**src/rtl/mdio_pkg.sv**
```systemverilog
// ============================================================================
// Module : mdio_pkg
// Brief  : Clause-22 frame layout, opcodes and FSM encodings shared by the
//          MDIO controller and peripheral.
// Rev    : 1.0  initial release
// ============================================================================
`default_nettype none

package mdio_pkg;

  localparam int FRAME_W   = 32;
  localparam int ST_MSB    = 31;
  localparam int ST_LSB    = 30;
  localparam int OP_MSB    = 29;
  localparam int OP_LSB    = 28;
  localparam int PHYAD_MSB = 27;
  localparam int PHYAD_LSB = 23;
  localparam int REGAD_MSB = 22;
  localparam int REGAD_LSB = 18;
  localparam int TA_MSB    = 17;
  localparam int TA_LSB    = 16;
  localparam int DATA_MSB  = 15;
  localparam int DATA_LSB  = 0;

  localparam logic [1:0] ST_CODE  = 2'b01;
  localparam logic [1:0] OP_WRITE = 2'b01;
  localparam logic [1:0] OP_READ  = 2'b10;

  localparam logic [5:0] EDGE_HDR  = 6'd14;
  localparam logic [5:0] EDGE_TA1  = 6'd15;
  localparam logic [5:0] EDGE_TA2  = 6'd16;
  localparam logic [5:0] EDGE_LAST = 6'd32;

  // Header fields sit this many positions below their final frame slot at edge 14.
  localparam int HDR_SHIFT = FRAME_W - 14;

  localparam logic [2:0] S_IDLE       = 3'd0;
  localparam logic [2:0] S_HEADER     = 3'd1;
  localparam logic [2:0] S_TA_WR      = 3'd2;
  localparam logic [2:0] S_TA_RD      = 3'd3;
  localparam logic [2:0] S_WRITE_DATA = 3'd4;
  localparam logic [2:0] S_READ_DATA  = 3'd5;
  localparam logic [2:0] S_DISCARD    = 3'd6;

  function automatic logic [2:0] header_next_state(
    input logic [1:0] st,
    input logic [1:0] op,
    input logic [4:0] phyad,
    input logic [4:0] phy_addr
  );
    if (st != ST_CODE || phyad != phy_addr) return S_DISCARD;
    if (op == OP_WRITE) return S_TA_WR;
    if (op == OP_READ)  return S_TA_RD;
    return S_DISCARD;
  endfunction

endpackage

`default_nettype wire

```
**src/rtl/mdio_peripheral_if.sv**
```systemverilog
// ============================================================================
// Module : mdio_peripheral_if
// Brief  : MDIO serial lines plus the register-file port of the PHY target.
// Rev    : 1.0  initial release
// ============================================================================
`default_nettype none

interface mdio_peripheral_if;

  logic        mdc;
  logic        mdio_oe;
  logic        mdio_out;
  logic        mdio_in;
  logic        mdio_in_en;
  logic [4:0]  addr;
  logic [15:0] wr_data;
  logic [15:0] rd_data;
  logic        mem_wr;
  logic        mem_rd;

  modport master (
    output mdc, mdio_oe, mdio_out, rd_data,
    input  mdio_in, mdio_in_en, addr, wr_data, mem_wr, mem_rd
  );

  modport slave (
    input  mdc, mdio_oe, mdio_out, rd_data,
    output mdio_in, mdio_in_en, addr, wr_data, mem_wr, mem_rd
  );

endinterface

`default_nettype wire

```
**src/rtl/mdc_edge_detect.sv**
```systemverilog
// ============================================================================
// Module : mdc_edge_detect
// Brief  : Registers MDC on the system clock and flags its rising/falling edges.
// Rev    : 1.0  initial release
// ============================================================================
`default_nettype none

module mdc_edge_detect (
  input  logic clk_i,
  input  logic rst_ni,
  input  logic mdc_i,
  output logic rise_o,
  output logic fall_o
);

  logic mdc_q;

  always_ff @(posedge clk_i or negedge rst_ni) begin
    if (!rst_ni) mdc_q <= 1'b0;
    else         mdc_q <= mdc_i;
  end

  assign rise_o = mdc_i & ~mdc_q;
  assign fall_o = ~mdc_i & mdc_q;

endmodule

`default_nettype wire

```
**src/rtl/mdio_peripheral.sv**
```systemverilog
// ============================================================================
// Module : mdio_peripheral
// Brief  : Clause-22 MDIO target: deframes controller frames into register-file
//          writes/reads and serialises read data back on MDIO_IN.
// Rev    : 1.0  initial release
// ============================================================================
`default_nettype none

module mdio_peripheral
  import mdio_pkg::*;
#(
  parameter logic [4:0] PHY_ADDR = 5'd1
) (
  input  logic              clk_i,
  input  logic              rst_ni,
  mdio_peripheral_if.slave  bus
);

  logic        w_rise;
  logic        w_fall;

  logic [2:0]  state_q,      state_d;
  logic [5:0]  cnt_q,        cnt_d;
  logic [21:0] sh_q,         sh_d;
  logic [4:0]  addr_q,       addr_d;
  logic [15:0] wr_data_q,    wr_data_d;
  logic        mem_wr_q,     mem_wr_d;
  logic        mem_rd_q,     mem_rd_d;
  logic        rd_cap_q,     rd_cap_d;
  logic [15:0] out_q,        out_d;
  logic        mdio_in_q,    mdio_in_d;
  logic        mdio_in_en_q, mdio_in_en_d;

  logic [22:0] w_frame;
  logic [5:0]  w_cnt_inc;
  logic        w_abort;

  mdc_edge_detect u_edge (
    .clk_i  (clk_i),
    .rst_ni (rst_ni),
    .mdc_i  (bus.mdc),
    .rise_o (w_rise),
    .fall_o (w_fall)
  );

  // Only frame bits 22:0 are ever needed at once (REGAD + TA + DATA at edge 32).
  assign w_frame   = {sh_q, bus.mdio_out};
  assign w_cnt_inc = cnt_q + 6'd1;
  assign w_abort   = !bus.mdio_oe && (state_q != S_IDLE) && (state_q != S_DISCARD);

  always_comb begin
    state_d      = state_q;
    cnt_d        = cnt_q;
    sh_d         = sh_q;
    addr_d       = addr_q;
    wr_data_d    = wr_data_q;
    mem_wr_d     = 1'b0;
    mem_rd_d     = 1'b0;
    rd_cap_d     = mem_rd_q;
    out_d        = out_q;
    mdio_in_d    = mdio_in_q;
    mdio_in_en_d = mdio_in_en_q;

    if (rd_cap_q) out_d = bus.rd_data;

    if (w_abort) begin
      state_d      = S_IDLE;
      cnt_d        = 6'd0;
      mdio_in_d    = 1'b0;
      mdio_in_en_d = 1'b0;
    end else begin
      case (state_q)
        S_IDLE: begin
          cnt_d = 6'd0;
          if (w_rise && bus.mdio_oe) begin
            sh_d    = w_frame[21:0];
            cnt_d   = 6'd1;
            state_d = S_HEADER;
          end
        end

        S_HEADER: begin
          if (w_rise) begin
            sh_d  = w_frame[21:0];
            cnt_d = w_cnt_inc;
            if (w_cnt_inc == EDGE_HDR) begin
              state_d = header_next_state(
                w_frame[ST_MSB-HDR_SHIFT -: 2],
                w_frame[OP_MSB-HDR_SHIFT -: 2],
                w_frame[PHYAD_MSB-HDR_SHIFT -: 5],
                PHY_ADDR);
              if (state_d == S_TA_RD) begin
                addr_d   = w_frame[REGAD_MSB-HDR_SHIFT -: 5];
                mem_rd_d = 1'b1;
              end
            end
          end
        end

        S_TA_WR: begin
          if (w_rise) begin
            sh_d  = w_frame[21:0];
            cnt_d = w_cnt_inc;
            if (w_cnt_inc == EDGE_TA2) state_d = S_WRITE_DATA;
          end
        end

        S_WRITE_DATA: begin
          if (w_rise) begin
            sh_d  = w_frame[21:0];
            cnt_d = w_cnt_inc;
            if (w_cnt_inc == EDGE_LAST) begin
              addr_d    = w_frame[REGAD_MSB:REGAD_LSB];
              wr_data_d = w_frame[DATA_MSB:DATA_LSB];
              mem_wr_d  = 1'b1;
              cnt_d     = 6'd0;
              state_d   = S_IDLE;
            end
          end
        end

        S_TA_RD: begin
          if (w_rise) begin
            cnt_d = w_cnt_inc;
          end else if (w_fall) begin
            if (cnt_q == EDGE_TA1) begin
              mdio_in_en_d = 1'b1;
              mdio_in_d    = 1'b0;
            end else if (cnt_q == EDGE_TA2) begin
              mdio_in_d = out_q[15];
              out_d     = {out_q[14:0], 1'b0};
              state_d   = S_READ_DATA;
            end
          end
        end

        S_READ_DATA: begin
          if (w_rise) begin
            cnt_d = w_cnt_inc;
          end else if (w_fall) begin
            if (cnt_q == EDGE_LAST) begin
              mdio_in_en_d = 1'b0;
              mdio_in_d    = 1'b0;
              cnt_d        = 6'd0;
              state_d      = S_IDLE;
            end else begin
              mdio_in_d = out_q[15];
              out_d     = {out_q[14:0], 1'b0};
            end
          end
        end

        S_DISCARD: begin
          if (!bus.mdio_oe) begin
            cnt_d   = 6'd0;
            state_d = S_IDLE;
          end
        end

        default: begin
          cnt_d   = 6'd0;
          state_d = S_IDLE;
        end
      endcase
    end
  end

  always_ff @(posedge clk_i or negedge rst_ni) begin
    if (!rst_ni) begin
      state_q      <= S_IDLE;
      cnt_q        <= '0;
      sh_q         <= '0;
      addr_q       <= '0;
      wr_data_q    <= '0;
      mem_wr_q     <= 1'b0;
      mem_rd_q     <= 1'b0;
      rd_cap_q     <= 1'b0;
      out_q        <= '0;
      mdio_in_q    <= 1'b0;
      mdio_in_en_q <= 1'b0;
    end else begin
      state_q      <= state_d;
      cnt_q        <= cnt_d;
      sh_q         <= sh_d;
      addr_q       <= addr_d;
      wr_data_q    <= wr_data_d;
      mem_wr_q     <= mem_wr_d;
      mem_rd_q     <= mem_rd_d;
      rd_cap_q     <= rd_cap_d;
      out_q        <= out_d;
      mdio_in_q    <= mdio_in_d;
      mdio_in_en_q <= mdio_in_en_d;
    end
  end

  assign bus.mdio_in    = mdio_in_q;
  assign bus.mdio_in_en = mdio_in_en_q;
  assign bus.addr       = addr_q;
  assign bus.wr_data    = wr_data_q;
  assign bus.mem_wr     = mem_wr_q;
  assign bus.mem_rd     = mem_rd_q;

endmodule

`default_nettype wire

```
**src/flat_wrapper.sv**
```systemverilog
// flat-port wrapper written by rule: the top's interface ports become plain ports
module mdio_peripheral_flat import mdio_pkg::*;
#(
  parameter logic [4:0] PHY_ADDR = 5'd1
)
  (clk_i, rst_ni, bus_mdc, bus_mdio_oe, bus_mdio_out, bus_rd_data, bus_mdio_in, bus_mdio_in_en, bus_addr, bus_wr_data, bus_mem_wr, bus_mem_rd);
  mdio_peripheral_if bus_i ();
  input  logic clk_i;
  input  logic rst_ni;
  input wire logic [$bits(bus_i.mdc)-1:0] bus_mdc;
  input wire logic [$bits(bus_i.mdio_oe)-1:0] bus_mdio_oe;
  input wire logic [$bits(bus_i.mdio_out)-1:0] bus_mdio_out;
  input wire logic [$bits(bus_i.rd_data)-1:0] bus_rd_data;
  output wire logic [$bits(bus_i.mdio_in)-1:0] bus_mdio_in;
  output wire logic [$bits(bus_i.mdio_in_en)-1:0] bus_mdio_in_en;
  output wire logic [$bits(bus_i.addr)-1:0] bus_addr;
  output wire logic [$bits(bus_i.wr_data)-1:0] bus_wr_data;
  output wire logic [$bits(bus_i.mem_wr)-1:0] bus_mem_wr;
  output wire logic [$bits(bus_i.mem_rd)-1:0] bus_mem_rd;
  assign bus_i.mdc = bus_mdc;
  assign bus_i.mdio_oe = bus_mdio_oe;
  assign bus_i.mdio_out = bus_mdio_out;
  assign bus_i.rd_data = bus_rd_data;
  assign bus_mdio_in = bus_i.mdio_in;
  assign bus_mdio_in_en = bus_i.mdio_in_en;
  assign bus_addr = bus_i.addr;
  assign bus_wr_data = bus_i.wr_data;
  assign bus_mem_wr = bus_i.mem_wr;
  assign bus_mem_rd = bus_i.mem_rd;
  mdio_peripheral #(.PHY_ADDR(PHY_ADDR)) u_core (.clk_i(clk_i), .rst_ni(rst_ni), .bus(bus_i));
endmodule
```
**config.mk**
```make
export PLATFORM = sky130hd
export DESIGN_NAME = mdio_peripheral_flat
export DESIGN_NICKNAME = d
export VERILOG_FILES = /design/src/rtl/mdio_pkg.sv /design/src/rtl/mdio_peripheral_if.sv /design/src/rtl/mdc_edge_detect.sv /design/src/rtl/mdio_peripheral.sv /design/src/flat_wrapper.sv
export SDC_FILE = /design/constraint.sdc
export NUM_CORES = 1
export LEC_CHECK = 0
export ABC_AREA = 1
export CAP_MARGIN = 20
export CORE_MARGIN = 2
export CORE_UTILIZATION = 60
export DETAILED_ROUTE_END_ITERATION = 10
export PLACE_DENSITY = 0.83
export SLEW_MARGIN = 40
export SYNTH_ARGS = -nofsm -noshare
export SYNTH_HDL_FRONTEND = slang
export SYNTH_SLANG_ARGS = --single-unit
```
**constraint.sdc**
```tcl
create_clock -name clk_i -period 2.92 [get_ports clk_i]
set_input_delay 0.584 -clock clk_i [delete_from_list [all_inputs] [get_ports clk_i]]
set_output_delay 0.584 -clock clk_i [all_outputs]
set_load 0.01 [all_outputs]
```
**Word level (Yosys, flattened, before mapping)**

Index checks and enable logic that the tools add are counted.

- Bitwise operators: 5
- Multiplexer cells: 100
- $add $sub $neg: 1
- Equality and inequality tests: 45
- Reductions and logical operators: 19

Operator list:

| cell | count |
|---|---|
| $mux W16 | 9 |
| $mux W3 | 26 |
| $mux W6 | 8 |
| $mux W22 | 2 |
| $pmux W22 S2 | 1 |
| $mux W1 | 43 |
| $ne A3 B1 Y1 const B | 11 |
| $pmux W16 S2 | 1 |
| $pmux W6 S5 | 1 |
| $mux W5 | 5 |
| $pmux W3 S7 | 1 |
| $ne A2 B1 Y1 const B | 8 |
| $reduce_and A15 Y1 | 1 |
| $reduce_and A7 Y1 | 2 |
| $eq A6 B4 Y1 const B | 2 |
| $eq A6 B5 Y1 const B | 2 |
| $eq A6 B6 Y1 const B | 2 |
| $ne A3 B2 Y1 const B | 4 |
| $pmux W5 S2 | 1 |
| $eq A3 B2 Y1 const B | 3 |
| $eq A3 B3 Y1 const B | 3 |
| $ne A3 B3 Y1 const B | 3 |
| $ne A4 B1 Y1 const B | 2 |
| $reduce_and A4 Y1 | 2 |
| 18 further kinds | 27 |

- Flip-flop bits (word level): 74
- Logic and storage cells: 182
- Input port bits: 21
- Output and inout bits: 25

**Depth between registers and ports, before layout**

Gate-level depths: netlist of the first run.

- Depth after elaboration: 31
- Depth in mapped cells: 15
- Gate-level depth less buffers: 15

**Hierarchy**

Synthesis of the first run repeated with hierarchy kept, for this count alone.

- Cell total of the unflattened synthesis: 443
- Area, all modules: 3807.4 µm²

By module, submodules not included:

| module | times used | seq. area each (µm²) | cells an instance | area an instance (µm²) |
|---|---|---|---|---|
| mdio_peripheral | 1 | 1826.8 | 438 | 3767.4 |
| mdc_edge_detect | 1 | 25.0 | 5 | 40.0 |

**Worst setup path after synthesis of the first run**

No wires, ideal clock.

- Path kind: input to register
- Start point: input bus_mdc
- End point: register u_core.state_q[0]
- Buffers on the path: 0
- Stages on the path: 9
- Arrival: 1.735 ns
- Required time: 2.803 ns
- Library setup time: 0.117 ns
- Setup slack: 1.068 ns
- Cells stage by stage: ha_1 > nor2_1 > o21ai_1 > nand2_4 > nand2_4 > nor3b_4 > nand2_2 > nand2_1 > nand2_1

- Cells in the longest elaborated chain, start to end: 4
- Elaborated cells between the ends (all ways): 13
- Those cells by class: 8 x eq/ne; 3 x bitwise; 2 x reduce/logical

Ends and longest elaborated chain:

| item | RTL line | text |
|---|---|---|
| start, declared | flat_wrapper.sv:10 | `input wire logic [$bits(bus_i.mdc)-1:0] bus_mdc;` |
| $and A1 B1 Y1 or $not A1 Y1 (tied branches) | mdc_edge_detect.sv:23, mdc_edge_detect.sv:24 |  |
| $logic_and A1 B1 Y1 or $and A1 B1 Y1 (tied branches) | mdio_peripheral.sv:75, mdc_edge_detect.sv:24 |  |
| $ne A3 B1 Y1 (no source line) or $ne A3 B2 Y1 (tied branches) | -- |  |
| $reduce_and A15 Y1 (no source line) * | -- |  |
| end signal, assigned | mdio_peripheral.sv:182 | `state_q <= state_d;` |
| end, declared | mdio_peripheral.sv:22 | `logic [2:0] state_q, state_d;` |

Mark *: on every way between the ends. The rest lies on a longest branch, timed or not.
A chain may end at the register's enable or synchronous reset.

**Final worst setup path of the first run**

- Start point: input bus_mdc
- End point: register u_core.sh_q[16]

- Cells in the longest elaborated chain, start to end: 4
- Elaborated cells between the ends (all ways): 5
- Those cells by class: 2 x eq/ne; 1 x bitwise; 2 x reduce/logical

Ends and longest elaborated chain:

| item | RTL line | text |
|---|---|---|
| $and A1 B1 Y1 * | mdc_edge_detect.sv:23 | `assign rise_o = mdc_i & ~mdc_q;` |
| $logic_and A1 B1 Y1 | mdio_peripheral.sv:75 | `if (w_rise && bus.mdio_oe) begin` |
| $ne A2 B1 Y1 (no source line) | -- |  |
| $reduce_and A4 Y1 (no source line) * | -- |  |
| end signal, assigned | mdio_peripheral.sv:172 | `sh_q <= '0;` |
| end signal, assigned | mdio_peripheral.sv:184 | `sh_q <= sh_d;` |
| end, declared | mdio_peripheral.sv:24 | `logic [21:0] sh_q, sh_d;` |

Marks and branches as above.

==> results of run 1 <==
-- through the flow --
step | worst slack, ps | util | hold slack, ps | power (mW)
6_report | 649 | 0.716 | 253 | 3.82
2_1_floorplan | 1070 | - | 288 | 2.74
3_5_place_dp | 276 | 0.691 | 379 | 3.13
5_1_grt | 480 | 0.716 | 293 | 4.14
4_1_cts | 643 | 0.716 | 268 | 3.84
3_3_place_gp | 371 | 0.691 | 385 | 3.06
-- worst paths after layout --
path	start	endpoint	slack, ps	cells past startpoint
max reg2reg	u_core.cnt_q[0]	u_core.bus.wr_data[12]	820	9
min	rst_ni	u_core.u_edge.mdc_q	250	2
min reg2reg	u_core.bus.mem_rd	u_core.rd_cap_q	390	0
max	bus_mdc	u_core.sh_q[16]	650	8
min in group clk_i	u_core.bus.mem_rd	u_core.rd_cap_q	390	0
max in group asynchronous	rst_ni	u_core.bus.wr_data[12]	2360	2
-- cell families after synthesis --
| group | after synthesis | synth area share |
|---|---|---|
| compound gates | 95 | 0.154 |
| fa+ha+maj | 6 | 0.0193 |
| buf+inv | 70 | 0.0771 |
| flops | 74 | 0.477 |
| simple gates | 232 | 0.273 |
-- sequential cells by signal, summed over array words and instances, names as in the netlist --
register and cells:
u_core.bus.addr 5, u_core.bus.mdio_in 1, u_core.bus.mdio_in_en 1, u_core.bus.mem_rd 1, u_core.bus.mem_wr 1, u_core.bus.wr_data 16
u_core.cnt_q 6, u_core.out_q 16, u_core.rd_cap_q 1, u_core.sh_q 22, u_core.state_q 3, u_core.u_edge.mdc_q 1
-- metal layers --
layer,track usage,vias to the layer above
li1,-,1642
met1,0.331,1521
met2,0.378,100
met3,0.0619,19
met4,0.0880,0
met5,0,-
-- synth_stat cells (all sizes together), types with 2 or more instances --
| cell type | instances | area, sq um |
|---|---|---|
| a21oi | 8 | 55.1 |
| a31oi | 2 | 12.5 |
| buf | 13 | 85.1 |
| clkbuf | 5 | 18.8 |
| dfrtp | 74 | 1850 |
| ha | 6 | 75.1 |
| inv | 52 | 195 |
| nand2 | 170 | 676 |
| nand3 | 21 | 135 |
| nand4 | 8 | 65.1 |
| nor2 | 27 | 129 |
| nor3 | 2 | 15.0 |
| o2111ai | 2 | 35.0 |
| o211ai | 19 | 158 |
| o21ai | 61 | 309 |
-- critical path, delay by kind of cell --
family / cells / cell delay [ps]
simple gates: 1 / 160
buf+inv: 3 / 910
fa+ha+maj: 1 / 390
compound gates: 3 / 430
-- final cells by class --
type	instances	area (sq um)
clock inverter	2	13.8
timing repair buffer	49	488
sequential	74	1850
multi-input combinational	333	1730
tap	77	96.3
fill	509	1790
inverter	52	195
clock buffer	13	149
-- power by group --
group | switching, mW | leakage [nW] | internal [mW]
Clock | 0.369 | 0.0835 | 0.329
Sequential | 0.202 | 0.983 | 1.32
Combinational | 1.04 | 1.11 | 0.568
Total | 1.61 | 2.17 | 2.21
==> Implementation_results.wiki, run 1 <==
{| class="wikitable"
! Metric !! Value
|-
| Final max-slew violation count || 0
|-
| Cell area after synthesis || 0.00388 sq mm
|-
| Met1 layer wirelength in the final routing || 3760 um
|-
| Routed vias || 3282
|-
| Overall Global Routing Usage || 0.242
|-
| Post-synth top flop || dfrtp_1
|-
| DR WL met2 || 3790 um
|-
| Worst-Skew Late Latency || 350 ps
|-
| Number of rows created at floorplan || 29
|-
| Core ar. || 0.00631 sq mm
|-
| Final net count || 546
|-
| VDD IR max || 0.530 mV
|-
| Count of different cell masters after synthesis || 38
|-
| Transition time of the tightest slew-check pin || 522 ps
|-
| CTS root buf || clkbuf_8
|-
| Total Negative Setup Slacks || 0 ps
|-
| Number of global-route vias before repair || 3191
|-
| Number of vias per cell || 5.47
|-
| Largest net degree at the start of global routing || 75
|-
| Final std cell area, no fill || 0.00452 sq mm
|-
| Max FO, Critical Path || 44
|-
| Starting utilization of the core area || 0.615
|-
| Number of flops mapped to enable cells by yosys || 0
|-
| Inserted Clock Buffers || 9
|-
| Total of warnings raised by yosys || 0
|-
| Post-synthesis to final-layout area growth || 16.6%
|-
| Total inserted antenna cells || 0
|-
| Run status || complete, no violations
|-
| Nets in the synthesized netlist || 504
|-
| Clock edge transition at the registers on the reported setup and hold paths || 80 ps
|-
| Achievable clock frequency || 440 MHz
|-
| CP endpoint kind || register
|-
| Top library cells by usage in the layout, fill and taps aside || nand2_1 (161), dfrtp_1 (74), o21ai_1 (51)
|-
| Total power divided by cell area || 845 mW/mm^2
|-
| Hold violation total from the final report || 0
|-
| Routed length per placed instance || 13.5 um
|-
| DRT Pass-1 Iters || 5
|-
| Worst-path cell with the longest stage delay || clkdlybuf4s50_1
|-
| DRC violations left || 0
|-
| Critical Path, Cell by Cell || clkdlybuf4s50_1, ha_1, inv_2, o211ai_2, o2111ai_4, buf_4, nor2_1, a21oi_2
|-
| CTS Sinks || 74
|-
| Antenna violations before repair || 0
|-
| Total Routed Length || 8100 um
|-
| Number of setup violations in the final report || 0
|-
| Delay of the slowest cell on the worst path || 500 ps
|-
| First-iteration detailed-routing DRC count || 339
|-
| Count of input and output buffers || 45
|-
| Share of post-route cells with drive strength above 1 || 0.120
|-
| Final clock period utilization by the worst path || 0.778
|-
| Number of nets still failing antenna checks after routing || 0
|-
| Portion of the post-synthesis area used by sequential elements || 0.477
|-
| CTS resizes || 0
|-
| Count of boundary I/O pins || 46
|-
| Cell area after placement || 0.00436 sq mm
|-
| GRT Residual Overflow || 0
|-
| Maximum capacitance violations || 0
|-
| Floorplan die area || 0.00713 sq mm
|-
| Final GP Congestion || 0.902
|-
| Wire length of the first global-routing pass || 14000 um
|-
| Worst slew margin || 0.652
|-
| Setup Skew || 12.7 ps
|-
| Data required time at the worst endpoint || 3140 ps
|-
| Clock tree buffer depth || 2
|-
| Average cell area after synthesis || 8.13 sq um
|-
| Most common cell after layout, fill and taps aside || nand2_1
|-
| Reported leakage power || 2.17 nW
|-
| Width of the die || 84.4 um
|-
| Path type of the worst min-delay path || in -> async
|-
| CTS tree || yes
|-
| Buffers inserted by post-CTS timing repair || 0
|-
| DPL Wire Length || 5530 um
|-
| Die boundary height || 84.4 um
|-
| Final worst path period need || 2270 ps
|-
| Number of buffers inserted by hold repair at cts || 0
|-
| Synthesized netlist cell count || 477
|-
| Number of placed cells counting well taps || 585
|-
| Setup repair after global routing missed its margin || false
|-
| Arrival time reported for the critical path endpoint || 2490 ps
|-
| Type of the setup path with the least slack || in -> reg
|-
| H-Tree Depth || 3
|-
| Kind of start point of the critical path || primary input
|-
| Share of async-settable or async-resettable flops after synthesis || 1.00
|-
| Flop and latch count out of synthesis || 74
|-
| Top Metal Used || met4
|-
| Wire length on met3 || 392 um
|-
| Final std cells w/o fill || 600
|}
Power figures use the tool's default switching activity.
==> run 2, diff against run 1 <==
--- a/config.mk
+++ b/config.mk
@@ -8,9 +8,9 @@
 export ABC_AREA = 1
 export CAP_MARGIN = 20
 export CORE_MARGIN = 2
-export CORE_UTILIZATION = 60
+export CORE_UTILIZATION = 56
 export DETAILED_ROUTE_END_ITERATION = 10
-export PLACE_DENSITY = 0.83
+export PLACE_DENSITY = 0.78
 export SLEW_MARGIN = 40
 export SYNTH_ARGS = -nofsm -noshare
 export SYNTH_HDL_FRONTEND = slang
==> constraint.sdc (replaced) <==
create_clock -name clk_i -period 2.3 [get_ports clk_i]
set_input_delay 0.46 -clock clk_i [delete_from_list [all_inputs] [get_ports clk_i]]
set_output_delay 0.46 -clock clk_i [all_outputs]
set_load 0.01 [all_outputs]
==> run 2 against run 1 <==
Via count grew 3.7%; clock skew is 5.3 ps lower; hold slack lost 160 ps; global-route usage rose by 0.66 points; core utilization shrank 3.6 points; count of clock-buffer cells in the layout fell by 3; first-iteration DRC count up 16%; flip-flop and latch count did not move; critical path type unchanged; largest cell class unchanged; largest power group unchanged.
==> Implementation_results.wiki, run 2 (synthesis gave the netlist of run 1 again) <==
{| class="wikitable"
! Metric !! Value
|-
| CP endpoint kind || register
|-
| Layout filler cell count || 559 (+9.8%)
|-
| Capturing instance or port of the critical path || u_core.state_q[1]
|-
| Starting utilization of the core area || 0.574 (-0.0403)
|-
| Number of placed cells counting well taps || 590 (+0.85%)
|-
| Transition time of the tightest slew-check pin || 517 ps (-4.50 ps)
|-
| Setup Skew || 7.46 ps (-5.27 ps)
|-
| Post-synthesis to final-layout area growth || 18.5%
|-
| Data required time at the worst endpoint || 2530 ps (-610 ps)
|-
| Total Power Consumption || 4.95 mW (+30%)
|-
| Clock tree buffer depth || 2 (unchanged)
|-
| Register-to-register path setup slack || 260 ps (-560 ps)
|-
| Cell area after placement || 0.00441 sq mm (+1.1%)
|-
| Routed vias || 3405 (+3.7%)
|-
| Clock edge transition at the registers on the reported setup and hold paths || 80 ps (about the same)
|-
| Hold violation total from the final report || 0 (unchanged)
|-
| Number of vias per cell || 5.61 (+2.6%)
|-
| Arrival time reported for the critical path endpoint || 2290 ps (-200 ps)
|-
| Buffers inserted by post-CTS timing repair || 0 (unchanged)
|-
| Critical path origin || bus_mdc
|-
| DRT Pass-1 Iters || 5 (unchanged)
|-
| Reported leakage power || 2.19 nW (+0.80%)
|-
| Final std cell area, no fill || 0.00460 sq mm (+1.7%)
|-
| Wire length of the first global-routing pass || 14900 um (+6.2%)
|-
| CTS Sinks || 74 (unchanged)
|-
| Worst-path cell with the longest stage delay || clkdlybuf4s50_1
|-
| DPL Wire Length || 5950 um (+7.6%)
|-
| Count of input and output buffers || 45 (unchanged)
|-
| Core ar. || 0.00676 sq mm (+7.0%)
|-
| Final GP Congestion || 0.931 (+3.3%)
|-
| CTS root buf || clkbuf_8
|-
| Floorplan die area || 0.00761 sq mm (+6.8%)
|-
| Share of post-route cells with drive strength above 1 || 0.133 (+0.0124)
|-
| Total power divided by cell area || 1080 mW/mm^2 (+27%)
|-
| Kind of start point of the critical path || primary input
|-
| Worst Setup Slack, final || 240 ps (-410 ps)
|-
| DRC violations left || 0 (unchanged)
|-
| Achievable clock frequency || 485 MHz
|-
| Total Routed Length || 8930 um (+10%)
|-
| Total Negative Setup Slacks || 0 ps (unchanged)
|-
| VDD IR max || 0.706 mV (+33%)
|-
| Final std cells w/o fill || 607 (+1.2%)
|-
| Max FO, Critical Path || 5 (-89%)
|-
| Setup repair after global routing missed its margin || false
|-
| Width of the die || 87.2 um (+3.3%)
|-
| Delay of the slowest cell on the worst path || 510 ps (about the same)
|-
| Number of nets still failing antenna checks after routing || 0 (unchanged)
|-
| Type of the setup path with the least slack || in -> reg
|-
| Register area || 0.00185 sq mm (unchanged)
|-
| Register with the most flip-flops || u_core.sh_q
|-
| Final clock period utilization by the worst path || 0.896
|-
| CTS tree || yes
|-
| Number of buffers inserted by hold repair at cts || 0 (unchanged)
|-
| Number of rows created at floorplan || 30 (+3.4%)
|-
| Maximum capacitance violations || 0 (unchanged)
|-
| Final net count || 549 (+0.55%)
|-
| Inserted Clock Buffers || 9 (unchanged)
|-
| Area of the multi-input gates || 0.00175 sq mm (+1.4%)
|-
| Count of boundary I/O pins || 46 (unchanged)
|-
| Die boundary height || 87.2 um (+3.3%)
|-
| GRT Residual Overflow || 0 (unchanged)
|-
| Critical Path, Cell by Cell || clkdlybuf4s50_1, ha_1, inv_2, o211ai_2, nand3_1, a21oi_1, nand2_1, nand2_1, nand2_2, nand2_1, nand2_1
|-
| Routed length per placed instance || 14.7 um (+9.0%)
|-
| First-iteration detailed-routing DRC count || 393 (+16%)
|-
| Overall Global Routing Usage || 0.249 (+0.00660)
|-
| Number of setup violations in the final report || 0 (unchanged)
|-
| Most common cell after layout, fill and taps aside || nand2_1
|-
| Run status || complete, no violations
|-
| Reg2Reg Depth || 15 (+6)
|-
| Largest net degree at the start of global routing || 45 (-40%)
|-
| Number of global-route vias before repair || 3208 (+0.53%)
|-
| Antenna violations before repair || 0 (unchanged)
|-
| H-Tree Depth || 3 (unchanged)
|-
| Post-place setup slack || -5.45 ps (-281 ps)
|-
| Path type of the worst min-delay path || in -> async
|-
| Final worst path period need || 2060 ps
|-
| Reg-to-Reg Start || u_core.cnt_q[0]
|-
| Total inserted antenna cells || 0 (unchanged)
|-
| Capture instance of the worst register-to-register path || u_core.state_q[1]
|-
| Top library cells by usage in the layout, fill and taps aside || nand2_1 (161), dfrtp_1 (74), o21ai_1 (51)
|-
| Worst slew margin || 0.655 (+0.00300)
|-
| Final max-slew violation count || 0 (unchanged)
|-
| Flip-flop count of the largest register, all copies and words added || 22 (unchanged)
|-
| Worst-Skew Late Latency || 340 ps (about the same)
|-
| Cell mode on critical path || nand2_1
|}
## run 2: cell types whose count changed in the layout (fill, tap and decap cells not counted), sizes merged
cell,previous run,this run
buf,5,7
clkbuf,13,10
clkinvlp,0,3
inv,52,53
nand4,8,9
## run 2: how the worst min path moves through the flow
stage / from / end / slack, ps
finish: rst_ni / u_core.sh_q[21] / 90
global route: rst_ni / u_core.cnt_q[3] / 120
CTS: rst_ni / u_core.sh_q[21] / 100
detailed placement: u_core.bus.mem_rd / u_core.rd_cap_q / 390
global placement: u_core.bus.mem_rd / u_core.rd_cap_q / 390
floorplan: rst_ni / u_core.bus.addr[0] / 160
## run 2: power by group
| part | switching (mW) | internal [mW] | total, mW | leakage, nW |
|---|---|---|---|---|
| sequential | 0.271 | 1.67 | 1.94 | 0.983 |
| combinational | 1.36 | 0.766 | 2.13 | 1.13 |
| clock | 0.489 | 0.391 | 0.880 | 0.0787 |
| total | 2.12 | 2.83 | 4.95 | 2.19 |
## run 2: worst max-delay path, delay by kind of cell
kind	cells	cell delay [ps]
buf+inv	2	620
simple gates	6	510
compound gates	2	430
fa+ha+maj	1	260
## run 2: routing by layer
layer / up-vias / GRT usage / wire length [um]
met2: 120 / 0.385 / 4260
met5: - / 0 / 0
met1: 1610 / 0.348 / 4010
met3: 30 / 0.0408 / 440
li1: 1645 / - / -
met4: 0 / 0.108 / 226
## run 2: through the flow
stage | hold slack (ps) | util
floorplan | 164 | -
global placement | 390 | 0.652
detailed placement | 393 | 0.652
CTS | 101 | 0.677
global route | 123 | 0.681
finish | 88.3 | 0.681
## run 2: repair_timing
action | 4_1_cts | 5_1_grt
setup endpoints to repair | 0 | 14
hold endpoints to repair | 0 | 0
resized for setup | 0 | 2
## run 2: cell type report
type,instances,area share
clock buffer,10,0.0277
timing repair buffer,51,0.115
clock inverter,6,0.00898
sequential,74,0.403
multi-input combinational,334,0.381
inverter,52,0.0424
tap,80,0.0218
==> run 3, diff against run 2 <==
--- a/config.mk
+++ b/config.mk
@@ -6,11 +6,12 @@
 export NUM_CORES = 1
 export LEC_CHECK = 0
 export ABC_AREA = 1
-export CAP_MARGIN = 20
+export CAP_MARGIN = 5
 export CORE_MARGIN = 2
-export CORE_UTILIZATION = 56
+export CORE_UTILIZATION = 63
 export DETAILED_ROUTE_END_ITERATION = 10
-export PLACE_DENSITY = 0.78
+export DONT_BUFFER_PORTS = 1
+export PLACE_DENSITY = 0.77
 export SLEW_MARGIN = 40
 export SYNTH_ARGS = -nofsm -noshare
 export SYNTH_HDL_FRONTEND = slang
==> run 3 against run 2 <==
Via count down 6.8%; hold slack improved by 30 ps; fmax is 1.6% lower; largest cell class unchanged; clock power is 18% higher; global-route usage rose by 0.77 points.
==> Implementation_results.wiki, run 3 (synthesis gave the netlist of run 1 again) <==
{| class="wikitable"
! Metric !! Value
|-
| Routed length per placed instance || 14.4 um (-1.9%)
|-
| Total power divided by cell area || 1190 mW/mm^2 (+10%)
|-
| Kind of start point of the critical path || register
|-
| Hold violation total from the final report || 0 (unchanged)
|-
| Type of the setup path with the least slack || reg -> reg
|-
| Max FO, Critical Path || 16 (+11)
|-
| CTS Sinks || 74 (unchanged)
|-
| Routed vias || 3172 (-6.8%)
|-
| Path type of the worst min-delay path || in -> reg
|-
| Post-synthesis to final-layout area growth || 8.00%
|-
| GRT Residual Overflow || 0 (unchanged)
|-
| Share of post-route cells with drive strength above 1 || 0.146 (+0.0136)
|-
| Run status || complete, no violations
|-
| Highest-utilization routing layer at the global route stage || met2
|-
| CP endpoint kind || register
|-
| Transition time of the tightest slew-check pin || 493 ps (-23.9 ps)
|-
| Clock edge transition at the registers on the reported setup and hold paths || 90 ps (about the same)
|-
| Count of input and output buffers || 0 (-100%)
|-
| Buffers inserted by post-CTS timing repair || 0 (unchanged)
|-
| Most common cell after layout, fill and taps aside || nand2_1
|-
| Floorplan die area || 0.00680 sq mm (-11%)
|-
| Final std cell area, no fill || 0.00419 sq mm (-8.9%)
|-
| H-Tree Depth || 3 (unchanged)
|-
| Worst slew margin || 0.671 (+0.0160)
|-
| Overall Global Routing Usage || 0.256 (+0.00771)
|-
| Starting utilization of the core area || 0.655 (+0.0811)
|-
| Cell area after placement || 0.00394 sq mm (-11%)
|-
| Number of vias per cell || 5.66 (+0.98%)
|-
| Final net count || 507 (-7.7%)
|-
| VDD IR max || 0.899 mV (+27%)
|-
| Number of rows created at floorplan || 28 (-6.7%)
|-
| Startpoint of the worst hold path || bus_mdc
|-
| Final std cells w/o fill || 560 (-7.7%)
|-
| Final worst path period need || 2090 ps (+32.8 ps)
|-
| Met2 track utilization from global routing || 0.402 (+0.0173)
|-
| Wire length of the first global-routing pass || 13200 um (-11%)
|-
| Width of the die || 82.5 um (-5.5%)
|-
| Maximum capacitance violations || 0 (unchanged)
|-
| Total Power Consumption || 4.97 mW (+0.33%)
|-
| DRT Pass-1 Iters || 5 (unchanged)
|-
| CTS root buf || clkbuf_8
|-
| CTS tree || yes
|-
| Core ar. || 0.00592 sq mm (-12%)
|-
| Top library cells by usage in the layout, fill and taps aside || nand2_1 (161), dfrtp_1 (74), o21ai_1 (51)
|-
| Flip-flop count of the largest register, all copies and words added || 22 (unchanged)
|-
| Final GP Congestion || 0.872 (-6.4%)
|-
| Met1 demand-to-capacity share in global routing || 0.349 (+0.000673)
|-
| Number of global-route vias before repair || 2905 (-9.4%)
|-
| Total inserted antenna cells || 0 (unchanged)
|-
| Data required time at the worst endpoint || 2530 ps (about the same)
|-
| DRC violations left || 0 (unchanged)
|-
| CTS resizes || 0 (unchanged)
|-
| Register with the most flip-flops || u_core.sh_q
|-
| First-iteration detailed-routing DRC count || 212 (-46%)
|-
| Arrival time reported for the critical path endpoint || 2330 ps (+40 ps)
|-
| Final clock period utilization by the worst path || 0.910 (+0.0143)
|-
| DPL Wire Length || 5610 um (-5.8%)
|-
| Final max-slew violation count || 0 (unchanged)
|-
| Reg-to-Reg Start || u_core.cnt_q[0]
|-
| Clock tree buffer depth || 2 (unchanged)
|-
| Worst Setup Slack, final || 207 ps (-32.8 ps)
|-
| Antenna violations before repair || 0 (unchanged)
|-
| Number of setup violations in the final report || 0 (unchanged)
|-
| Setup Skew || 11.4 ps (+3.90 ps)
|-
| Met3 demand-to-capacity share in global routing || 0.0554 (+0.0147)
|-
| Total Routed Length || 8080 um (-9.5%)
|-
| Worst-Skew Late Latency || 360 ps (+20 ps)
|-
| Largest net degree at the start of global routing || 75 (+67%)
|-
| Critical path origin || u_core.cnt_q[0]
|-
| Layout filler cell count || 473 (-15%)
|-
| Number of placed cells counting well taps || 541 (-8.3%)
|-
| Post-place setup slack || 229 ps (+234 ps)
|-
| Die boundary height || 82.5 um (-5.5%)
|-
| Total Negative Setup Slacks || 0 ps (unchanged)
|-
| Achievable clock frequency || 478 MHz (-1.6%)
|-
| Number of nets still failing antenna checks after routing || 0 (unchanged)
|-
| Reported leakage power || 2.06 nW (-5.9%)
|-
| Setup repair after global routing missed its margin || false
|-
| Count of boundary I/O pins || 46 (unchanged)
|-
| Inserted Clock Buffers || 9 (unchanged)
|}
[run 3: changes by cell type in the layout (fill, tap and decap cells not counted), moves of 2 or more]
cell,previous run,this run
clkinvlp_4,3,1
buf_8,0,2
clkdlybuf4s50_1,44,0
buf_12,3,0
[run 3: cell type report]
class	instances	area, sq um	area share
Inverter	52	195	0.0466
Clock inverter	6	65.1	0.0155
Sequential cell	74	1850	0.442
Timing Repair Buffer	9	105	0.0251
Tap cell	75	93.8	0.0224
Multi-Input combinational cell	334	1740	0.416
Clock buffer	10	138	0.0328
[run 3: critical path, cell delays in order (launching register included)]
cell,delay [ps]
dfrtp_1,480
ha_1,290
nand4_1,140
nand2_1,110
nor2_1,140
nand2_2,100
inv_2,100
nand4_2,370
nand2_1,150
o21ai_1,70
[run 3: power by group]
| group | total [mW] | switching (mW) | internal [mW] |
|---|---|---|---|
| logic | 1.96 | 1.28 | 0.679 |
| clock network | 1.04 | 0.508 | 0.532 |
| registers | 1.97 | 0.299 | 1.67 |
| total | 4.97 | 2.08 | 2.88 |
[run 3: path summary, 6_finish.rpt]
path / endpoint / slack [ps] / cells past startpoint
worst min-delay path: u_core.u_edge.mdc_q / 120 / 0
worst min register to register: u_core.rd_cap_q / 470 / 0
worst max register to register: u_core.bus.wr_data[0] / 210 / 9
min in group asynchronous: u_core.state_q[1] / 620 / 2
worst max-delay path: u_core.bus.wr_data[0] / 210 / 9
max in group asynchronous: u_core.sh_q[15] / 1370 / 2
[run 3: per-layer routing]
layer	vias up	routed length, um
met4	0	126
met3	14	425
met1	1517	3660
met5	-	0
li1	1568	-
met2	73	3870
[run 3: stage by stage]
step	util	hold slack (ps)
3_3_place_gp	0.660	166
4_1_cts	0.706	106
2_1_floorplan	-	164
3_5_place_dp	0.665	167
5_1_grt	0.708	106
6_report	0.708	118
[run 3: what timing repair did]
| item | 4_1_cts | 5_1_grt |
|---|---|---|
| endpoints found under the hold margin | 74 | 0 |
| endpoints found under the setup margin | 0 | 2 |
| hold buffers | 2 | 0 |
